[src/rtl/starter_frame_rx.sv]
// starter_frame_rx: parses SOF/LEN/payload/CSUM frames from a byte stream,
// buffers payload in a FIFO and releases it only once the checksum verifies.
module starter_frame_rx #(
    parameter int         DEPTH   = 16,
    parameter int         MAX_LEN = 16,
    parameter logic [7:0] SOF     = 8'hA5
) (
    input  logic       clk,
    input  logic       rst,
    input  logic [7:0] data_in,
    input  logic       valid_in,
    output logic [7:0] out_data,
    output logic       out_valid,
    input  logic       out_ready,
    output logic       out_last,
    output logic       frame_ok,
    output logic       frame_err,
    output logic [7:0] err_count
);

    localparam int AW = $clog2(DEPTH);
    localparam int PW = AW + 1;

    typedef enum logic [1:0] {
        IDLE,
        LEN,
        PAYLOAD,
        CSUM
    } state_t;

    state_t        state;
    state_t        state_nx;

    logic [PW-1:0] wr_ptr;
    logic [PW-1:0] commit_ptr;
    logic [PW-1:0] rd_ptr;
    logic [PW-1:0] used;
    logic [PW-1:0] free_space;
    logic [8:0]    mem [DEPTH];
    logic [8:0]    head;
    logic [7:0]    csum_acc;
    logic [7:0]    rem;
    logic          len_bad;
    logic          csum_good;
    logic          ok_evt;
    logic          err_evt;
    logic          pop;

    // Reader side only sees committed entries; outputs read 0 while empty.
    assign head      = mem[rd_ptr[AW-1:0]];
    assign out_valid = (rd_ptr != commit_ptr);
    assign out_data  = out_valid ? head[7:0] : '0;
    assign out_last  = out_valid & head[8];
    assign pop       = out_valid & out_ready;

    // Length legality and free-space check; space is measured against
    // commit_ptr so a pending frame can never overrun unread data.
    always_comb begin
        used       = commit_ptr - rd_ptr;
        free_space = PW'(DEPTH) - used;
        len_bad    = (data_in == 8'd0)
                   || (32'(data_in) > 32'(MAX_LEN))
                   || (32'(data_in) > 32'(free_space));
        csum_good  = (data_in == csum_acc);
    end

    // State register.
    always_ff @(posedge clk or posedge rst) begin
        if (rst) begin
            state <= IDLE;
        end else begin
            state <= state_nx;
        end
    end

    // Next-state logic and frame-decision events; valid_in=0 holds the FSM.
    always_comb begin
        state_nx = state;
        ok_evt   = 1'b0;
        err_evt  = 1'b0;
        if (valid_in) begin
            case (state)
                IDLE: begin
                    if (data_in == SOF) state_nx = LEN;
                end
                LEN: begin
                    if (len_bad) begin
                        err_evt  = 1'b1;
                        state_nx = IDLE;
                    end else begin
                        state_nx = PAYLOAD;
                    end
                end
                PAYLOAD: begin
                    if (rem == 8'd1) state_nx = CSUM;
                end
                CSUM: begin
                    ok_evt   = csum_good;
                    err_evt  = ~csum_good;
                    state_nx = IDLE;
                end
                default: state_nx = IDLE;
            endcase
        end
    end

    // Pointers, checksum accumulator, pulses and saturating error counter.
    always_ff @(posedge clk or posedge rst) begin
        if (rst) begin
            wr_ptr     <= '0;
            commit_ptr <= '0;
            rd_ptr     <= '0;
            csum_acc   <= '0;
            rem        <= '0;
            frame_ok   <= 1'b0;
            frame_err  <= 1'b0;
            err_count  <= '0;
        end else begin
            frame_ok  <= ok_evt;
            frame_err <= err_evt;
            if (err_evt && (err_count != 8'hFF)) err_count <= err_count + 8'd1;
            if (pop) rd_ptr <= rd_ptr + 1'b1;
            if (valid_in) begin
                case (state)
                    LEN: begin
                        if (!len_bad) begin
                            csum_acc <= data_in;
                            rem      <= data_in;
                        end
                    end
                    PAYLOAD: begin
                        wr_ptr   <= wr_ptr + 1'b1;
                        csum_acc <= csum_acc ^ data_in;
                        rem      <= rem - 8'd1;
                    end
                    CSUM: begin
                        if (csum_good) commit_ptr <= wr_ptr;
                        else           wr_ptr     <= commit_ptr;
                    end
                    default: ;
                endcase
            end
        end
    end

    // Payload storage: {last, byte}; contents need no reset.
    always_ff @(posedge clk) begin
        if (valid_in && (state == PAYLOAD)) begin
            mem[wr_ptr[AW-1:0]] <= {(rem == 8'd1), data_in};
        end
    end

endmodule

[config.mk]
export PLATFORM = sky130hd
export DESIGN_NAME = starter_frame_rx
export DESIGN_NICKNAME = d
export VERILOG_FILES = /design/src/rtl/starter_frame_rx.sv
export SDC_FILE = /design/constraint.sdc
export NUM_CORES = 1
export LEC_CHECK = 0
export ABC_AREA = 1
export ABC_CLOCK_PERIOD_IN_PS = 3110
export CORE_MARGIN = 2
export CORE_UTILIZATION = 55
export DETAILED_ROUTE_END_ITERATION = 10
export GPL_ROUTABILITY_DRIVEN = 0
export HOLD_SLACK_MARGIN = 0.12
export PLACE_DENSITY = 0.74
export SETUP_SLACK_MARGIN = 0.4
export SLEW_MARGIN = 5
export SYNTH_ARGS = -nofsm -noshare
export SYNTH_HDL_FRONTEND = slang
export SYNTH_SLANG_ARGS = --single-unit
[constraint.sdc]
create_clock -name clk -period 3.11 [get_ports clk]
set_clock_uncertainty 0.15 [all_clocks]
set_input_delay 0.622 -clock clk [delete_from_list [all_inputs] [get_ports clk]]
set_output_delay 0.622 -clock clk [all_outputs]
set_load 0.02 [all_outputs]
### Word-level counts from Yosys, hierarchy flattened

Memories as Yosys holds them, arrays and structs flattened.
Index checks and enable logic that the tools add are counted.

| cells by class | value |
|---|---|
| $add $sub $neg | 6 |
| bitwise gates (word level) | 4 |
| eq/ne operators | 11 |
| muxes and demuxes | 17 |
| reductions and logical operators | 12 |
| order comparisons | 2 |

Operators with widths:

| kind | count |
|---|---|
| 8-bit one-hot mux with 2 select lines | 2 |
| 8-bit two-way mux | 2 |
| 5-bit by 1-bit adder with 5-bit output (second input constant) | 2 |
| 5-bit one-hot mux with 2 select lines | 1 |
| 8-bit by 1-bit adder with 8-bit output (second input constant) | 1 |
| 8-bit by 1-bit equality test with 1-bit output (second input constant) | 1 |
| 8-bit equality test | 1 |
| 8-bit equality test (second input constant) | 1 |
| 8-bit by 5-bit greater-than comparator with 1-bit output | 1 |
| 8-bit by 5-bit greater-than comparator with 1-bit output (second input constant) | 1 |
| 8-bit logical NOT | 1 |
| 8-bit != test (second input constant) | 1 |
| 2-bit one-hot mux with 4 select lines | 1 |
| 8-bit by 1-bit subtractor with 8-bit output (second input constant) | 1 |
| 8-bit XOR | 1 |
| 1-bit two-way mux | 6 |
| 2-bit two-way mux | 3 |
| 2-bit != test (second input constant) | 3 |
| 3-bit AND reduction | 2 |
| 5-bit two-way mux | 1 |
| 5-bit != test | 1 |
| 5-bit subtractor | 1 |
| 5-bit subtractor (first input constant) | 1 |
| 2-bit equality test (second input constant) | 2 |
| other kinds (9) | 14 |

| word-level totals | value |
|---|---|
| memory bits (writable) | 144 |
| word-level logic and storage cells | 62 |
| memories kept | 1 |
| register bits after elaboration | 43 |

Memory list:

| memory | words | width | rd ports | clocked after memory_dff | wr ports | line | RTL |
|---|---|---|---|---|---|---|---|
| mem | 16 | 9 | 1 | 0 | 1 | 39 | `logic [8:0] mem [DEPTH];` |

### Depth between registers and ports, before layout

| depth | value |
|---|---|
| depth after elaboration | 8 |
| gate-level depth with buffers | 22 |
| mapped depth without buffers | 21 |

### Worst setup path before layout

No wires, ideal clock.

| path | value |
|---|---|
| kind | register to register |
| from | register rd_ptr[0] |
| to | register csum_acc[6] |
| cell stages (with the launch flop) | 22 |
| required time | 2843 ps |
| library setup time | 117 ps |
| buffers on the path | 2 |
| data arrival time | 2770 ps |
| path slack | 74 ps |
| clock period less this slack | 3036 ps |
| cells stage by stage | dfrtp_1 inv_2 clkbuf_1 ha_1 inv_1 ha_1 inv_1 fa_1 ha_1 nand2_1 inv_1 nand2_1 nand2_1 nand2_1 nand2_1 nand2_1 nand3_1 nand2_1 buf_4 inv_1 nand2_1 nand2_1 |

| on the way | value |
|---|---|
| longest elaborated chain between the ends | 6 |

Ends and longest elaborated chain:

| item | line | RTL |
|---|---|---|
| start: declaration | 36 | `logic [PW-1:0] rd_ptr;` |
| start signal: assignment | 122 | `if (pop) rd_ptr <= rd_ptr + 1'b1;` |
| 5-bit subtractor | 59 | `used = commit_ptr - rd_ptr;` |
| 5-bit subtractor | 60 | `free_space = PW'(DEPTH) - used;` |
| 8-bit by 5-bit greater-than comparator with 1-bit output | 63 | `\|\| (32'(data_in) > 32'(free_space));` |
| 1-bit logical OR | 63 |  |
| 2-bit != test (no source line) | -- |  |
| 3-bit AND reduction (no source line) | -- |  |
| end signal: assignment | 127 | `csum_acc <= data_in;` |
| end signal: assignment | 133 | `csum_acc <= csum_acc ^ data_in;` |
| end: declaration | 41 | `logic [7:0] csum_acc;` |

No other way between the ends.
A chain may end at the register's enable or synchronous reset.

### Worst setup path in the final report

| path | value |
|---|---|
| from | register rd_ptr[0] |
| to | output port out_data[4] |

| on the way | value |
|---|---|
| longest elaborated chain between the ends | 2 |
| elaborated cells on any way between the ends | 3 |

Ends and longest elaborated chain:

| item | line | RTL |
|---|---|---|
| memory 16 x 9 bit / 5-bit != test (equally long branches) | -- |  |
| 8-bit two-way mux (*) | 52 | `assign out_data = out_valid ? head[7:0] : '0;` |
| end: declaration | 12 | `output logic [7:0] out_data,` |

Mark *: on every way between the ends. The rest lies on a longest branch, timed or not.

==> metrics.txt <==
# TYPE chip_impl_metric gauge
chip_impl_info{name="outcome",value="complete, no violations"} 1
chip_impl_info{name="ctsRootBufferMaster",value="sky130_fd_sc_hd__clkbuf_16"} 1
chip_impl_metric{name="gr-usage-all-layers",unit="%"} 28.7
chip_impl_metric{name="grt_pass1_wl",unit="um"} 35300
chip_impl_metric{name="die_width",unit="um"} 128
chip_impl_metric{name="syn-num-nets",unit=""} 824
chip_impl_info{name="ys_top_cells_by_area",value="sky130_fd_sc_hd__edfxtp_1 (51%), sky130_fd_sc_hd__dfrtp_1 (13%), sky130_fd_sc_hd__o21ai_0 (5.9%)"} 1
chip_impl_info{name="worstPathCellList",value="inv_8 -> buf_12 -> buf_12 -> clkbuf_16 -> buf_4 -> nor2_2 -> o22ai_2 -> o21ai_1 -> a21oi_2 -> buf_4"} 1
chip_impl_info{name="synth_top_flop_cell",value="sky130_fd_sc_hd__edfxtp_1"} 1
chip_impl_metric{name="critical_path_arrival",unit="ns"} 2.17
chip_impl_metric{name="drt_pass1_iterations",unit=""} 5
chip_impl_metric{name="setup_total_negative_slack",unit="ns"} 0
chip_impl_metric{name="drt-wirelength-per-cell",unit="um"} 22.4
chip_impl_metric{name="synth_edf_count",unit=""} 144
chip_impl_metric{name="tightest_slew",unit="ns"} 0.881
chip_impl_metric{name="synthToLayoutAreaGrowth",unit="%"} 29.9
chip_impl_metric{name="grt_antenna_before_repair",unit=""} 0
chip_impl_metric{name="routed_wl",unit="um"} 24200
chip_impl_metric{name="synthDominantCellAreaShare",unit="%"} 50.8
chip_impl_metric{name="layout-drive-gt1-share",unit="%"} 26.1
chip_impl_metric{name="syn-mean-instance-area",unit="sq um"} 10.8
chip_impl_info{name="cp_top_family",value="buffers and inverters"} 1
chip_impl_metric{name="internal_reg_to_reg_setup_slack",unit="ns"} 0.22
chip_impl_metric{name="clkSlewWorstSetupHoldPaths",unit="ns"} 0.07
chip_impl_metric{name="hpwlAfterDp",unit="um"} 13400
chip_impl_metric{name="layout.nets",unit=""} 912
chip_impl_metric{name="design_area",unit="sq um"} 11000
chip_impl_metric{name="critical_path_buffer_and_inverter_count",unit=""} 6
chip_impl_metric{name="floorplan.die_area",unit="sq um"} 16500
chip_impl_metric{name="pin_count_of_the_biggest_net_entering_global_routing",unit=""} 39
chip_impl_metric{name="fin_crit",unit="ns"} 2.94
chip_impl_metric{name="drcViolationCount",unit=""} 0
chip_impl_info{name="setup.worst_path.start_class",value="register"} 1
chip_impl_metric{name="cts_htree_levels",unit=""} 4
chip_impl_metric{name="first_iter_violations",unit=""} 938
chip_impl_metric{name="port-buffer-count",unit=""} 31
chip_impl_metric{name="timing_hold_violations_final",unit=""} 0
chip_impl_metric{name="die-height",unit="um"} 128
chip_impl_metric{name="drt.antenna.violating_nets",unit=""} 0
chip_impl_metric{name="initial_utilization",unit="%"} 56.2
chip_impl_info{name="timing.setup.critical_path_class",value="register to primary output"} 1
chip_impl_metric{name="netlist_area",unit="sq um"} 8510
chip_impl_metric{name="yosysSeqAreaShare",unit="%"} 63.5
chip_impl_metric{name="slew-limit-headroom",unit="%"} 41.2
chip_impl_metric{name="layout.filler_cells",unit=""} 957
chip_impl_metric{name="cts_buffers",unit=""} 17
chip_impl_metric{name="vdd_drop_max",unit="mV"} 0.543
chip_impl_metric{name="syn_inst",unit=""} 791
chip_impl_metric{name="cts_sinks",unit=""} 187
chip_impl_info{name="critPathSlowestCell",value="sky130_fd_sc_hd__dfrtp_2"} 1
chip_impl_metric{name="yosysWarningCount",unit=""} 0
chip_impl_metric{name="cellPowerDensity",unit="nW/um^2"} 940
chip_impl_metric{name="antennaDiodeCount",unit=""} 0
chip_impl_metric{name="route.detailed.vias_per_inst",unit=""} 6.22
chip_impl_metric{name="number_of_global_route_vias_before_repair",unit=""} 6601
chip_impl_metric{name="grt_overflow_total",unit=""} 0
chip_impl_metric{name="synth-async-reset-ratio",unit="%"} 23.0
chip_impl_info{name="critPathCaptureType",value="primary output"} 1
chip_impl_metric{name="core",unit="sq um"} 15100
chip_impl_metric{name="critPathMaxFanout",unit=""} 5
chip_impl_metric{name="dpl_cell_area",unit="sq um"} 9360
chip_impl_metric{name="rows",unit=""} 45
chip_impl_metric{name="report.final.setup_viol",unit=""} 0
chip_impl_metric{name="slew_violations",unit=""} 0
chip_impl_info{name="hold_path_class",value="register to register"} 1
chip_impl_metric{name="drv.max_cap_violation_count",unit=""} 0
chip_impl_info{name="tritoncts_clock_tree",value="built"} 1
chip_impl_metric{name="ioPinCount",unit=""} 32
chip_impl_metric{name="clock_latency",unit="ns"} 0.43
chip_impl_metric{name="period_share",unit="%"} 94.6
chip_impl_metric{name="total_leakage_power",unit="uW"} 0.00426
chip_impl_metric{name="synth_cell_type_count",unit=""} 32
chip_impl_metric{name="fmax",unit="MHz"} 340
chip_impl_metric{name="via_count",unit=""} 6714
chip_impl_metric{name="max_stage_delay",unit="ns"} 0.46
chip_impl_metric{name="clk_path_buf_depth",unit=""} 2
chip_impl_info{name="rsz0062_at_grt",value="true"} 1
chip_impl_metric{name="post-route-util",unit="%"} 73.0
chip_impl_metric{name="synth_seq_cells",unit=""} 187
chip_impl_metric{name="critPathRequiredTime",unit="ns"} 2.34
chip_impl_info{name="synth.largest_area_cell",value="sky130_fd_sc_hd__edfxtp_1"} 1
==> state kept, by name, indices dropped and copies added (netlist names), named ones only <==
signal,flops
frame_err,1
frame_ok,1
commit_ptr,5
csum_acc,8
state,1
wr_ptr,5
mem,144
rd_ptr,5
err_count,8
rem,8
==> final timing paths <==
| kind | startpoint | endpoint | cells past startpoint |
|---|---|---|---|
| max in group asynchronous | rst | rd_ptr[1] | 3 |
| min in group asynchronous | rst | commit_ptr[0] | 2 |
| setup reg to reg | rd_ptr[1] | err_count[1] | 19 |
| hold / removal | rd_ptr[4] | rd_ptr[4] | 1 |
| setup / recovery | rd_ptr[0] | out_data[4] | 10 |
| hold reg to reg | rd_ptr[4] | rd_ptr[4] | 1 |
==> synth_stat cells (all sizes together), types with 2 or more instances <==
cell    instances
a21oi          32
buf            13
clkbuf         22
dfrtp          43
edfxtp        144
ha             20
inv            54
nand2         120
nand3          55
nand4           2
nor2          110
nor3            7
nor4            3
o21ai         102
o221ai         26
o22ai           6
xnor2          11
xor2           16
==> power by group <==
part           internal (uW)  total [uW]  switching (uW)  leakage (uW)
Clock                   1350        2310             958      0.000299
Sequential              2890        3140             245       0.00185
Combinational           2150        4940            2790       0.00210
Total                   6390       10400            3990       0.00426
==> final cells by class <==
class                           instances  area, sq um  area share, %
Clock buffer                           18          429           3.88
Clock inverter                         14          193           1.74
Inverter                               55          219           1.98
Multi-Input combinational cell        515         3330           30.2
Sequential cell                       187         5400           48.9
Tap cell                              188          235           2.13
Timing Repair Buffer                  103         1240           11.2
==> cell usage in the layout (no fill, tap or decap), types with 6 or more instances in the layout <==
cell	instances
sky130_fd_sc_hd__a21oi_1	23
sky130_fd_sc_hd__a21oi_2	9
sky130_fd_sc_hd__buf_12	10
sky130_fd_sc_hd__buf_16	6
sky130_fd_sc_hd__buf_4	48
sky130_fd_sc_hd__buf_6	9
sky130_fd_sc_hd__clkbuf_16	24
sky130_fd_sc_hd__clkdlybuf4s50_1	21
sky130_fd_sc_hd__dfrtp_1	41
sky130_fd_sc_hd__edfxtp_1	144
sky130_fd_sc_hd__ha_1	13
sky130_fd_sc_hd__ha_4	7
sky130_fd_sc_hd__inv_1	47
sky130_fd_sc_hd__nand2_1	98
sky130_fd_sc_hd__nand2_2	14
sky130_fd_sc_hd__nand2_4	6
sky130_fd_sc_hd__nand3_1	37
sky130_fd_sc_hd__nand3_2	17
sky130_fd_sc_hd__nor2_1	96
sky130_fd_sc_hd__nor2_2	7
sky130_fd_sc_hd__nor2_4	7
sky130_fd_sc_hd__o21ai_0	66
sky130_fd_sc_hd__o21ai_1	16
sky130_fd_sc_hd__o21ai_2	17
sky130_fd_sc_hd__o221ai_1	13
sky130_fd_sc_hd__o221ai_2	12
sky130_fd_sc_hd__xnor2_1	10
sky130_fd_sc_hd__xor2_1	16
==> repair_timing <==
item	4_1_cts	5_1_grt
setup endpoints to repair	36	36
pin swaps	19	51
setup buffers	2	12
gates cloned	6	8
hold buffers	0	0
resized for setup	92	130
==> cell families after synthesis <==
group | share of synthesized area, %
buffers and inverters | 4.25
adder cells (fa/ha/maj) | 3.18
XOR/XNOR | 2.87
AO/OA/AOI/OAI | 11.1
flip-flops | 63.5
AND/OR/NAND/NOR | 15.1
==> metal layers <==
metal	GRT usage, %	vias up	routed length, um
met1	36.9	3265	9020
met5	0	-	0
met4	10.7	0	710
met3	6.24	73	2230
li1	-	2966	-
met2	48.3	410	12300
==> through the flow <==
step	hold slack [ns]	std cells	total power, uW	setup WS, ns
2_1_floorplan	0.315	791	5340	0.328
3_3_place_gp	0.340	1020	6420	0.150
3_5_place_dp	0.331	1020	6550	0.102
4_1_cts	0.348	1060	9290	0.203
5_1_grt	0.355	1080	10800	0.0616
6_report	0.350	1080	10400	0.167
Power figures use the tool's default switching activity.
